## src/rtl/key_pkg.sv

```systemverilog
// Shared types and constants for the front-panel key scheduler.
`timescale 1ns/1ps
package key_pkg;

    localparam int unsigned KEY_N  = 4;
    localparam int unsigned SEL_W  = 2;
    localparam int unsigned MODE_W = 2;
    localparam int unsigned GAIN_W = 3;
    localparam int unsigned CNT_W  = 25;

    localparam logic [SEL_W-1:0] KEY_MODE = 2'd0;
    localparam logic [SEL_W-1:0] KEY_UP   = 2'd1;
    localparam logic [SEL_W-1:0] KEY_DN   = 2'd2;
    localparam logic [SEL_W-1:0] KEY_RST  = 2'd3;

    typedef enum logic [2:0] {
        IDLE      = 3'd0,
        HOLD      = 3'd1,
        APPLY     = 3'd2,
        WAIT_SYNC = 3'd3,
        HANDOFF   = 3'd4,
        WAIT_REL  = 3'd5
    } state_t;

    typedef struct packed {
        logic [MODE_W-1:0] mode;
        logic [GAIN_W-1:0] gain;
        logic              bypass;
    } cfg_t;

endpackage

```

## src/rtl/key_mode_sched_if.sv

```systemverilog
// Configuration handoff bus between the key scheduler and the effect/gain stage.
`timescale 1ns/1ps
interface key_mode_sched_if;
    import key_pkg::*;

    logic              cfg_valid;
    logic              cfg_ready;
    logic [MODE_W-1:0] cfg_mode;
    logic [GAIN_W-1:0] cfg_gain;
    logic              cfg_bypass;

    modport master (
        output cfg_valid,
        output cfg_mode,
        output cfg_gain,
        output cfg_bypass,
        input  cfg_ready
    );

    modport slave (
        input  cfg_valid,
        input  cfg_mode,
        input  cfg_gain,
        input  cfg_bypass,
        output cfg_ready
    );

endinterface

```

## src/rtl/key_press_cls.sv

```systemverilog
// Key press classifier: falling-edge detect, lowest-index priority select and
// hold timer producing a short/long event strobe for the selected key.
`timescale 1ns/1ps
module key_press_cls
    import key_pkg::*;
#(
    parameter int unsigned LONG_CNT = 25_000_000
) (
    input  logic             clk,
    input  logic             rst_n,
    input  logic [KEY_N-1:0] key_deb,
    input  logic             arm,
    input  logic             hold,
    output logic             press_c,
    output logic             evt_c,
    output logic             evt_long_c,
    output logic             rel_c,
    output logic [SEL_W-1:0] sel
);

    logic [KEY_N-1:0] key_1d;
    logic [KEY_N-1:0] fall_c;
    logic [SEL_W-1:0] win_c;
    logic [CNT_W-1:0] hold_cnt;
    logic             at_long_c;

    assign fall_c = key_1d & ~key_deb;

    // Lowest pressed index wins; the others are dropped.
    always_comb begin
        win_c = '0;
        for (int i = KEY_N - 1; i >= 0; i--) begin
            if (fall_c[i]) win_c = SEL_W'(i);
        end
    end

    assign press_c    = arm & (|fall_c);
    assign rel_c      = key_deb[sel];
    assign at_long_c  = (hold_cnt == CNT_W'(LONG_CNT - 1));
    assign evt_c      = hold & (rel_c | at_long_c);
    assign evt_long_c = hold & ~rel_c & at_long_c;

    always_ff @(posedge clk or negedge rst_n) begin
        if (!rst_n) begin
            key_1d   <= '1;
            sel      <= '0;
            hold_cnt <= '0;
        end else begin
            key_1d <= key_deb;
            if (press_c) begin
                sel      <= win_c;
                hold_cnt <= '0;
            end else if (hold && !rel_c && !at_long_c) begin
                hold_cnt <= hold_cnt + CNT_W'(1);
            end
        end
    end

endmodule

```

## src/rtl/key_mode_sched.sv

```systemverilog
// Key-driven effect configuration scheduler: maps key events to mode/gain/bypass
// and hands the new configuration to the datapath on a frame boundary.
`timescale 1ns/1ps
module key_mode_sched
    import key_pkg::*;
#(
    parameter int unsigned LONG_CNT = 25_000_000,
    parameter int unsigned MODE_NUM = 4,
    parameter int unsigned GAIN_MAX = 7,
    parameter int unsigned GAIN_DEF = 3
) (
    input  logic                    clk,
    input  logic                    rst_n,
    input  logic [KEY_N-1:0]        key_deb,
    input  logic                    frame_sync,
    key_mode_sched_if.master        cfg_if,
    output logic                    busy
);

    localparam cfg_t CFG_DEF = '{mode: '0, gain: GAIN_W'(GAIN_DEF), bypass: 1'b0};

    state_t           state_q, state_d;
    cfg_t             cfg_q, cfg_d;
    cfg_t             shadow_q, shadow_d;
    cfg_t             apply_c;
    logic             long_q, long_d;
    logic             valid_q, valid_d;
    logic             busy_q;
    logic             press_c, evt_c, evt_long_c, rel_c;
    logic [SEL_W-1:0] sel;

    key_press_cls #(.LONG_CNT(LONG_CNT)) u_cls (
        .clk        (clk),
        .rst_n      (rst_n),
        .key_deb    (key_deb),
        .arm        (state_q == IDLE),
        .hold       (state_q == HOLD),
        .press_c    (press_c),
        .evt_c      (evt_c),
        .evt_long_c (evt_long_c),
        .rel_c      (rel_c),
        .sel        (sel)
    );

    // Configuration that a classified event produces from the current one.
    function automatic cfg_t next_cfg(cfg_t cur, logic [SEL_W-1:0] key, logic is_long);
        cfg_t n;
        n = cur;
        unique case (key)
            KEY_MODE: begin
                if (is_long) n.bypass = ~cur.bypass;
                else         n.mode = (cur.mode == MODE_W'(MODE_NUM - 1)) ? '0
                                                                          : cur.mode + MODE_W'(1);
            end
            KEY_UP:  if (cur.gain < GAIN_W'(GAIN_MAX)) n.gain = cur.gain + GAIN_W'(1);
            KEY_DN:  if (cur.gain != '0)               n.gain = cur.gain - GAIN_W'(1);
            KEY_RST: n = CFG_DEF;
        endcase
        return n;
    endfunction

    assign apply_c = next_cfg(cfg_q, sel, long_q);

    always_comb begin
        state_d  = state_q;
        cfg_d    = cfg_q;
        shadow_d = shadow_q;
        long_d   = long_q;
        valid_d  = valid_q;
        unique case (state_q)
            IDLE:      if (press_c) state_d = HOLD;
            HOLD: begin
                if (evt_c) begin
                    long_d  = evt_long_c;
                    state_d = APPLY;
                end
            end
            APPLY: begin
                shadow_d = apply_c;
                state_d  = (apply_c == cfg_q) ? WAIT_REL : WAIT_SYNC;
            end
            WAIT_SYNC: begin
                if (frame_sync) begin
                    cfg_d   = shadow_q;
                    valid_d = 1'b1;
                    state_d = HANDOFF;
                end
            end
            HANDOFF: begin
                if (valid_q && cfg_if.cfg_ready) begin
                    valid_d = 1'b0;
                    state_d = WAIT_REL;
                end
            end
            WAIT_REL:  if (rel_c) state_d = IDLE;
            default:   state_d = IDLE;
        endcase
    end

    always_ff @(posedge clk or negedge rst_n) begin
        if (!rst_n) begin
            state_q  <= IDLE;
            cfg_q    <= CFG_DEF;
            shadow_q <= CFG_DEF;
            long_q   <= 1'b0;
            valid_q  <= 1'b0;
            busy_q   <= 1'b0;
        end else begin
            state_q  <= state_d;
            cfg_q    <= cfg_d;
            shadow_q <= shadow_d;
            long_q   <= long_d;
            valid_q  <= valid_d;
            busy_q   <= (state_d != IDLE);
        end
    end

    assign cfg_if.cfg_valid  = valid_q;
    assign cfg_if.cfg_mode   = cfg_q.mode;
    assign cfg_if.cfg_gain   = cfg_q.gain;
    assign cfg_if.cfg_bypass = cfg_q.bypass;
    assign busy              = busy_q;

endmodule

```

## src/flat_wrapper.sv

```systemverilog
// flat-port wrapper written by rule: the top's interface ports become plain ports
module key_mode_sched_flat import key_pkg::*;
#(
    parameter int unsigned LONG_CNT = 25_000_000,
    parameter int unsigned MODE_NUM = 4,
    parameter int unsigned GAIN_MAX = 7,
    parameter int unsigned GAIN_DEF = 3
)
  (clk, rst_n, key_deb, frame_sync, busy, cfg_if_cfg_valid, cfg_if_cfg_mode, cfg_if_cfg_gain, cfg_if_cfg_bypass, cfg_if_cfg_ready);
  key_mode_sched_if cfg_if_i ();
  input  logic clk;
  input  logic rst_n;
  input  logic [KEY_N-1:0] key_deb;
  input  logic frame_sync;
  output logic busy;
  output wire logic [$bits(cfg_if_i.cfg_valid)-1:0] cfg_if_cfg_valid;
  output wire logic [$bits(cfg_if_i.cfg_mode)-1:0] cfg_if_cfg_mode;
  output wire logic [$bits(cfg_if_i.cfg_gain)-1:0] cfg_if_cfg_gain;
  output wire logic [$bits(cfg_if_i.cfg_bypass)-1:0] cfg_if_cfg_bypass;
  input wire logic [$bits(cfg_if_i.cfg_ready)-1:0] cfg_if_cfg_ready;
  assign cfg_if_cfg_valid = cfg_if_i.cfg_valid;
  assign cfg_if_cfg_mode = cfg_if_i.cfg_mode;
  assign cfg_if_cfg_gain = cfg_if_i.cfg_gain;
  assign cfg_if_cfg_bypass = cfg_if_i.cfg_bypass;
  assign cfg_if_i.cfg_ready = cfg_if_cfg_ready;
  key_mode_sched #(.LONG_CNT(LONG_CNT), .MODE_NUM(MODE_NUM), .GAIN_MAX(GAIN_MAX), .GAIN_DEF(GAIN_DEF)) u_core (.clk(clk), .rst_n(rst_n), .key_deb(key_deb), .frame_sync(frame_sync), .cfg_if(cfg_if_i), .busy(busy));
endmodule
```

## config.mk

```make
export PLATFORM = sky130hd
export DESIGN_NAME = key_mode_sched_flat
export DESIGN_NICKNAME = d
export VERILOG_FILES = /design/src/rtl/key_pkg.sv /design/src/rtl/key_mode_sched_if.sv /design/src/rtl/key_press_cls.sv /design/src/rtl/key_mode_sched.sv /design/src/flat_wrapper.sv
export SDC_FILE = /design/constraint.sdc
export NUM_CORES = 1
export LEC_CHECK = 0
export ABC_AREA = 1
export CAP_MARGIN = 0
export CORE_ASPECT_RATIO = 0.7
export CORE_UTILIZATION = 41
export CTS_BUF_LIST = sky130_fd_sc_hd__clkbuf_4
export DETAILED_ROUTE_END_ITERATION = 7
export PLACE_DENSITY = 0.65
export REMOVE_ABC_BUFFERS = 1
export SLEW_MARGIN = 20
export SYNTH_ARGS = -nofsm -noshare
export SYNTH_HDL_FRONTEND = slang
export SYNTH_SLANG_ARGS = --single-unit
```

## constraint.sdc

```tcl
create_clock -name clk -period 2.4 [get_ports clk]
set_input_delay 0.48 -clock clk [delete_from_list [all_inputs] [get_ports clk]]
set_output_delay 0.48 -clock clk [all_outputs]
set_load 0.02 [all_outputs]
```

**Yosys cells after proc, flatten, opt, wreduce, memory -nomap -nowiden**

Index checks and enable logic that the tools add are counted.

- Add/sub/neg operators: 4
- Order comparisons: 2
- Eq/ne operators: 13
- Mux-type cells: 26
- Bitwise gates (word level): 9
- Reductions and logical operators: 15

Operator list:

| operator | count |
|---|---|
| 25-bit 2-to-1 mux | 2 |
| 25-bit by 1-bit adder with 25-bit output, second input constant | 1 |
| 25-bit equality test, second input constant | 1 |
| 3-bit 2-to-1 mux | 8 |
| 3-bit case mux with 6 select lines | 1 |
| 2-bit 2-to-1 mux | 6 |
| 3-bit case mux with 3 select lines | 1 |
| 2-bit equality test, second input constant | 3 |
| 3-bit by 2-bit equality test with 1-bit output, second input constant | 2 |
| 3-bit equality test, second input constant | 2 |
| 6-bit equality test | 1 |
| 3-bit nonzero test | 2 |
| 1-bit bitwise AND | 4 |
| 4-bit bitwise AND | 1 |
| 1-bit 2-to-1 mux | 4 |
| 4-bit NOT | 1 |
| 1-bit case mux with 2 select lines | 2 |
| 2-bit case mux with 2 select lines | 1 |
| 2-bit AND reduction | 2 |
| 2-bit nonzero test | 2 |
| 4-bit OR reduction | 1 |
| 3-bit by 1-bit adder with 3-bit output, second input constant | 1 |
| 3-bit by 1-bit equality test with 1-bit output, second input constant | 1 |
| 1-bit logical AND | 3 |
| other kinds (14) | 16 |

- Register bits: 49
- Output and inout port bits: 8
- Logic and storage cells: 82

**Longest topological paths before layout**

- Word-level depth: 8
- Gate-level depth with buffers: 15

**Hierarchy**

Synthesis repeated with hierarchy kept, for this count alone.

- Cell total of the unflattened synthesis: 476
- Area total of the unflattened synthesis: 3394.5 µm²

By module, submodules not included:

| module | times used | cells each | area each (µm²) | seq. area each (µm²) |
|---|---|---|---|---|
| key_press_cls | 1 | 312 | 2153.3 | 780.7 |
| key_mode_sched | 1 | 164 | 1241.2 | 455.4 |

**Worst setup path before layout**

Ideal clock, no wire load.

- Kind: flip-flop to flip-flop
- Start point: register u_core.cfg_q, in the netlist u_core.cfg_if.cfg_gain[0]
- End point: register u_core.busy_q (netlist: u_core.busy)
- Arrival: 1.756 ns
- Slack: 0.525 ns
- Cell stages (with the launch flop): 15
- Path buffers: 0
- Path through: dfstp_2 inv_1 ha_1 inv_1 nand2_1 nand2_1 nand3_1 nand2_1 nor2_1 nor2_1 nand2_1 nand2_1 nand2_1 nor2_1 nand2_1

- Longest elaborated chain between the ends: 7
- Elaborated cells on any way between the ends: 11

RTL lines:

| element | line | text |
|---|---|---|
| start: declaration | key_mode_sched.sv:23 | `cfg_t cfg_q, cfg_d;` |
| start signal: assignment | key_mode_sched.sv:110 | `cfg_q <= cfg_d;` |
| 3-bit by 1-bit subtractor with 3-bit output, or another cell as far along | key_mode_sched.sv:56 | `KEY_DN: if (cur.gain != '0) n.gain = cur.gain - GAIN_W'(1);` |
| 3-bit 2-to-1 mux (on tied branches) | key_mode_sched.sv:56, key_mode_sched.sv:55 |  |
| 3-bit case mux with 3 select lines | key_mode_sched.sv:49 | `unique case (key)` |
| 6-bit equality test * | key_mode_sched.sv:80 | `state_d = (apply_c == cfg_q) ? WAIT_REL : WAIT_SYNC;` |
| 3-bit 2-to-1 mux * | key_mode_sched.sv:80 |  |
| 3-bit case mux with 6 select lines * | key_mode_sched.sv:70 | `unique case (state_q)` |
| named net u_core.state_d[1] | key_mode_sched.sv:22 | `state_t state_q, state_d;` |
| 3-bit nonzero test * | key_mode_sched.sv:114 | `busy_q <= (state_d != IDLE);` |
| end signal: assignment | key_mode_sched.sv:114 |  |
| end: declaration | key_mode_sched.sv:28 | `logic busy_q;` |

Mark *: on every way through the listed nets, which the timed path passes. The rest lies on a longest branch.
A chain may end at the register's enable or synchronous reset.

**Worst setup path after layout**

- Start point: register u_core.u_cls.sel[1]
- End point: register u_core.busy_q (netlist: u_core.busy)

- Longest elaborated chain between the ends: 7
- Elaborated cells on any way between the ends: 17

RTL lines:

| element | line | text |
|---|---|---|
| start: declaration | key_press_cls.sv:18 | `output logic [SEL_W-1:0] sel` |
| start signal: assignment | key_press_cls.sv:51 | `sel <= win_c;` |
| parallel branches: the longest is 5 deep, another holds 6-bit equality test | -- |  |
| 3-bit case mux with 6 select lines * | key_mode_sched.sv:70 |  |
| named net u_core.state_d[1] | key_mode_sched.sv:22 |  |
| 3-bit nonzero test * | key_mode_sched.sv:114 |  |

Mark *: on every way through the listed nets, which the timed path passes. The select of a mux whose other input is x is not followed.

==> metrics.md <==
| Metric | Value |
|---|---|
| Outcome | `completed` |
| Post-Synthesis Cells | `between 400 and 500` |
| Sequential area share after synthesis | `0.401` |
| RD Place Congestion | `between 0.9 and 1` |
| Setup TNS | `0 ps` |
| Number of iterations in the first detailed-routing pass | `5` |
| Total CTS buffers | `5` |
| Layout Utilization | `0.471` |
| H-tree Lvls | `2` |
| TritonCTS clock tree | `done` |
| Max Fclk | `around 0.47 GHz` |
| Horiz. Die Dim | `about 110 um` |
| Prevailing post-synth register cell | `dfrtp_1` |
| VDD IR-drop max | `between 0.0004 and 0.0005 V` |
| # rows | `26` |
| Hold crit path type | `input pin to async pin` |
| Synth cell count leaders | `nand2_1, inv_1, dfrtp_1` |
| CP max FO | `5` |
| Dpl ws | `71.4 ps` |
| FFs w/ async S/R, synth | `1.00` |
| Most frequent cell after synthesis | `nand2_1` |
| # clock sinks | `between 40 and 50` |
| Dpl cells | `approximately 530` |
| Gr usage total | `0.194` |
| Crit path time final | `2120 ps` |
| Port bufs | `15` |
| EDFF count, synth | `0` |
| Tightest Pin Transition | `about 620 ps` |
| Leakage | `1.57 nW` |
| Setup CP Type | `flop to flop` |
| Pin count of the biggest net entering global routing | `50` |
| R2r startpoint | `u_core.u_cls.sel[1]$_DFFE_PN0P_` |
| Startpoint Class | `flop` |
| Max cap viols | `0` |
| Remaining antenna violation count | `0` |
| Post-CTS Setup Bufs | `0` |
| Final Hold Vio Count | `0` |
| Worst R2R End | `u_core.busy$_DFF_PN0_` |
| Warnings from Yosys | `0` |
| Req. time, crit path | `~2700 ps` |
| Pwr dens | `around 1000 mW/mm^2` |
| RSZ-0062 raised after global routing | `no` |
| CTS Buffer Depth | `2` |
| Area Overhead vs Synth | `11.2%` |
| First-pass GRT wire length | `11.8 mm` |
| Initial antenna violation count | `0` |
| Ranking of synthesized cells by area | `dfrtp_1, nand2_1, dfstp_2, inv_1, nand3_1` |
| Final setup violation count | `0` |
| Post-synth top area share | `0.333` |
| WP data arrival | `2380 ps` |
| WL/cell | `about 13 um` |
| Die footprint | `about 0.008 mm^2` |
| # DRC | `0` |
| Vias in the first global route | `~2,300` |
| Clock Latency Late Sink | `between 300 and 400 ps` |
| Clock transition at path regs | `150 ps` |
| Gr ovfl total | `0` |
| Antenna Cells | `0` |
| Yosys cell types | `37` |
| Drt total wl | `7.18 mm` |
| Crit. End Element | `flop` |
| Die height | `~75 um` |
| Core ar. | `0.00729 mm^2` |
| Relative slew slack | `0.586` |
| Final Skew | `~14 ps` |
| Initial Util | `0.423` |
| Final net count | `approximately 460` |
| Worst Setup SP | `u_core.u_cls.sel[1]$_DFFE_PN0P_` |
| Vias per cell | `between 5 and 6` |
| Hold buffers post-CTS | `0` |
| Yosys top cell by area | `dfrtp_1` |
| Root buffer cell | `clkbuf_4` |
| Setup ws final | `278 ps` |
| Synth Register Bits | `49` |
| Reg2Reg Depth | `14` |
| Fin cells | `roughly 540` |
| Mean Syn Cell Area | `around 7.4 um^2` |
| Post-DP HPWL | `5.44 mm` |
| Total number of vias | `roughly 2,700` |
| # IOs | `16` |
| 1st-iter DRT viols | `200` |
| Share of cells above drive strength 1 | `0.103` |
| Cell Area, Synth | `a little over 0.003 mm^2` |
| R2R Setup Slk | `between 200 and 300 ps` |
| Final Max Slew Viols | `0` |
| Crit share post-route | `0.884` |
==> sequential cells by signal (all words and copies together) (netlist names), 2 cells and up <==
name / count
u_core.cfg_if.cfg_gain: 3
u_core.u_cls.sel: 2
u_core.u_cls.key_1d: 4
u_core.shadow_q: 6
u_core.u_cls.hold_cnt: 25
u_core.cfg_if.cfg_mode: 2
u_core.state_q: 3
==> cell families after synthesis <==
| logic type | after synthesis | synth area share |
|---|---|---|
| and+or+nand+nor | 226 | 0.335 |
| buffers and inverters | 65 | 0.0864 |
| AOI/OAI and AO/OA | 54 | 0.103 |
| DFF | 49 | 0.401 |
| xor gates and xnor gates | 12 | 0.0341 |
| adders and majority gates | 10 | 0.0406 |
==> area by class of cell <==
type	count	area, um^2
fill	754	3860
multi-input combinational	302	1580
sequential	49	1240
inverter	57	216
timing repair buffer	22	210
tap	98	123
clock buffer	8	60.1
==> per-stage QoR <==
stage | hold WS (ps) | area, um^2 | power [W]
final | 196 | 3430 | 0.00341
after CTS | 209 | 3430 | 0.00342
after global routing | 251 | 3430 | 0.00374
after floorplan | 184 | 3030 | 0.00241
after global placement | 462 | 3370 | 0.00298
after detailed placement | 479 | 3370 | 0.00300
==> critical path, cell delays in order, from the launching register on <==
cell     delay (ps)
dfrtp_1         440
inv_1           200
ha_1            300
nor2_2          190
inv_1           120
nand4_1          90
nand2_1          60
inv_1            50
nand3_1          60
nor2_1          160
nand2_1          80
nand2_1          60
nand2_1          70
nor2_1           80
nand2_1          50
==> metal layers <==
layer / up-vias / track usage / wire (um) / share of wire
li1: 1391 / - / - / -
met1: 1249 / 0.324 / 3970 / 0.55
met2: 80 / 0.251 / 2730 / 0.38
met3: 4 / 0.0298 / 432 / 0.060
met4: 0 / 0.0448 / 43 / 0.0060
met5: - / 0 / 0 / 0
==> where the power goes <==
part,switching [W],leakage (nW),internal [W]
Clock,0.000257,0.0368,0.000151
Combinational,0.00116,0.903,0.000655
Sequential,0.000173,0.632,0.00102
==> worst max path at each step <==
stage                                                end  cells after the start  slack (ps)
floorplan                          u_core.busy$_DFF_PN0_                     14         520
global placement    u_core.u_cls.hold_cnt[2]$_DFFE_PN0P_                     10         100
detailed placement  u_core.u_cls.hold_cnt[9]$_DFFE_PN0P_                      9          70
CTS                                u_core.busy$_DFF_PN0_                     14         210
global route                       u_core.busy$_DFF_PN0_                     14          10
finish                             u_core.busy$_DFF_PN0_                     14         280
==> what timing repair did <==
item | CTS | global route
gates resized for setup | 0 | 1
setup endpoints to repair | 0 | 1
endpoints found under the hold margin | 0 | 0
==> placed cells by master, fill, tap and decap left out, types with 5 or more instances in the layout <==
cell type,netlist,routed
a21oi_1,11,11
buf_4,1,6
clkbuf_4,0,8
clkdlybuf4s50_1,0,14
dfrtp_1,41,41
dfstp_2,8,8
ha_1,10,10
inv_1,53,53
nand2_1,110,110
nand3_1,33,33
nand4_1,16,16
nor2_1,37,36
nor3_1,12,12
o21ai_0,25,25
o21ai_2,5,5
xor2_1,8,8
Power figures use the tool's default switching activity.
==> patch: new RTL, same settings <==
`GAIN_W`: 3 -> 5.
--- a/src/rtl/key_pkg.sv
+++ b/src/rtl/key_pkg.sv
@@ -6,5 +6,5 @@
     localparam int unsigned SEL_W  = 2;
     localparam int unsigned MODE_W = 2;
-    localparam int unsigned GAIN_W = 3;
+    localparam int unsigned GAIN_W = 5;
     localparam int unsigned CNT_W  = 25;
 
Interface: changed (resized cfg_if_cfg_gain); port bits go from 16 to 18. No check against the original RTL was run, so the function may have changed too.
==> patch against the original RTL <==
Clock skew increased by 0.0080 ns; sequential share of layout area decreased by 0.089 points; total power increased by 12%; largest power group unchanged; cell area increased by 8.5%; global-route usage increased by 1.3 points; count of clock-buffer cells in the layout decreased by 1; area after synthesis increased by 7.8%; highest routed layer unchanged; sequential cell count increased by 4; worst setup slack got worse by 0.12 ns; routed wire length increased by 11%; critical path depth unchanged.
==> patch: results (changes against the original RTL) <==
| Metric | Value |
|---|---|
| Status | `finished clean` |
| Met2 Use GR | `26.67% (+1.6 points)` |
| Vias in the first global route | `2,740 (+18%)` |
| Pwr dens | `1029 nW/um^2 (+3.4%)` |
| GRT met3 Usage | `4.034% (+1.1 points)` |
| Met1 WL | `4458 microns (+12%)` |
| Largest net degree at the start of global routing | `54 (+8.0%)` |
| GPL Wtd Cong | `0.9541 (-0.27%)` |
| Synth warn | `0 (unchanged)` |
| Int Power | `0.001987 W (+8.7%)` |
| Largest Register | `u_core.u_cls.hold_cnt` |
| First-pass GRT wire length | `13,540 microns (+15%)` |
| Unique masters post-synth | `33 (-11%)` |
| # port buffers | `17 (+2)` |
| Vias per cell | `5.138 (+1.1%)` |
| Max FFs per register | `25 (unchanged)` |
| Clk_buf instances | `7 (-1)` |
| NumNets Final | `493 (+8.4%)` |
| Worst Path Max Fanout | `7 (+2)` |
| Detailed placer's ending HPWL | `5964 microns (+9.6%)` |
| Synth Register Bits | `53 (+8.2%)` |
| Sequential element share of the synthesized area | `40.20% (+0.11 points)` |
| # DRC | `0 (unchanged)` |
| Bufs on Longest Clock Path | `2 (unchanged)` |
| Met3 Wirelength | `510 microns (+18%)` |
| Pleak | `1.666 nW (+5.9%)` |
| Synth area leaders | `dfrtp_1 (34%), nand2_1 (11%), nand3_1 (7.4%)` |
| Multi-input gate count | `324 (+7.3%)` |
| Share of cells above drive strength 1 | `9.414% (-0.86 points)` |
| Final wirelength | `7966 microns (+11%)` |
| Inverters | `65 (+14%)` |
| Max VDD drop | `0.0006486 V (+52%)` |
| Bufs w/o clock | `28 (+27%)` |
| Fill count | `786 (+4.2%)` |
| Reg power frac | `33.5% (-1.5 points)` |
| Worst skew pair latency | `0.37 ns` |
| Mean post-synth cell area | `7.355 sq um (-0.80%)` |
| Utilization after layout | `47.26% (+0.19 points)` |
| Vias | `2,975 (+9.2%)` |
| N_diodes | `0 (unchanged)` |
| GR Util All Layers | `20.67% (+1.3 points)` |
| Layout area overhead | `11.89%` |
| Initial drt markers | `280 (+40%)` |
| Commonest cells post-synth | `nand2_1 (96), inv_1 (62), nand3_1 (49), dfrtp_1 (45), nor2_1 (42)` |
| H-tree Lvls | `2 (unchanged)` |
| Crit path arrival time | `2.51 ns (+0.13 ns)` |
| Worst-Margin Slew | `0.6851 ns (+0.06422 ns)` |
| Clock Pin Slew Worst Setup and Hold Paths | `0.16 ns` |
| Cell Area, Placed | `3632 sq um (+7.9%)` |
| Clock network area share | `1.514% (-0.24 points)` |
| Non-clk buf share | `6.996% (+0.87 points)` |
| Top Metal Used | `met4` |
| Met1 Track Usage GR | `34.33% (+1.9 points)` |
| Placed Cells | `569 (+7.8%)` |
| Flip-flop and latch share of the layout cell area | `35.96% (-0.089 points)` |
| Combinational share of power | `55.6% (+2.6 points)` |
| Synth Flop Type | `dfrtp_1` |
| Setup Skew | `0.02229 ns (+0.008029 ns)` |
| WL met2 | `2935 microns (+7.6%)` |
| Multi-input logic area | `1695 sq um (+7.0%)` |
## patch: metrics by stage
step	setup slack, ns	hold slack, ns	total power (W)
after floorplan	0.1310	0.1844	0.002616
final	0.1536	0.2018	0.003828
after global placement	0.05078	0.4765	0.003297
after CTS	0.03669	0.2336	0.003767
after global routing	0.006786	0.2535	0.004176
after detailed placement	0.03489	0.4823	0.003328
## patch: final timing paths
check | startpoint | to | slack (ns) | cells after the start
min in group clk | u_core.shadow_q[1] | u_core.shadow_q[1] | 0.50 | 2
min reg2reg | u_core.shadow_q[1] | u_core.shadow_q[1] | 0.50 | 2
max in group asynchronous | rst_n | u_core.u_cls.hold_cnt[24] | 1.72 | 2
min | rst_n | u_core.u_cls.hold_cnt[13] | 0.20 | 2
max | u_core.cfg_if.cfg_gain[0] | u_core.busy | 0.15 | 14
max reg2reg | u_core.cfg_if.cfg_gain[0] | u_core.busy | 0.15 | 14
## patch: cells by family after synthesis
family                   after synthesis  share of synthesized area, %
flip-flops                            53                         40.20
XOR/XNOR                              20                         5.269
AO/OA/AOI/OAI                         61                         10.20
adder cells (fa/ha/maj)                8                         3.011
AND/OR/NAND/NOR                      235                         32.07
buffers and inverters                 75                         9.258
## patch: worst max-delay path: stages, from the launching register on
cell     delay, ns
dfstp_2       0.56
inv_1         0.12
ha_1          0.26
inv_1         0.08
nor2_1        0.08
nand2_2       0.12
nand2_1       0.06
nand3_1       0.08
nand3_1       0.11
nand3_1       0.10
nand2_1       0.08
nor2_1        0.15
nand2_1       0.08
a21oi_2       0.15
nand3_1       0.11
## patch: timing repair
item,in CTS,in global routing
hold buffers,0,0
buffers inserted,1,1
endpoints found under the setup margin,1,3
gates resized for setup,0,6
gates cloned,0,0
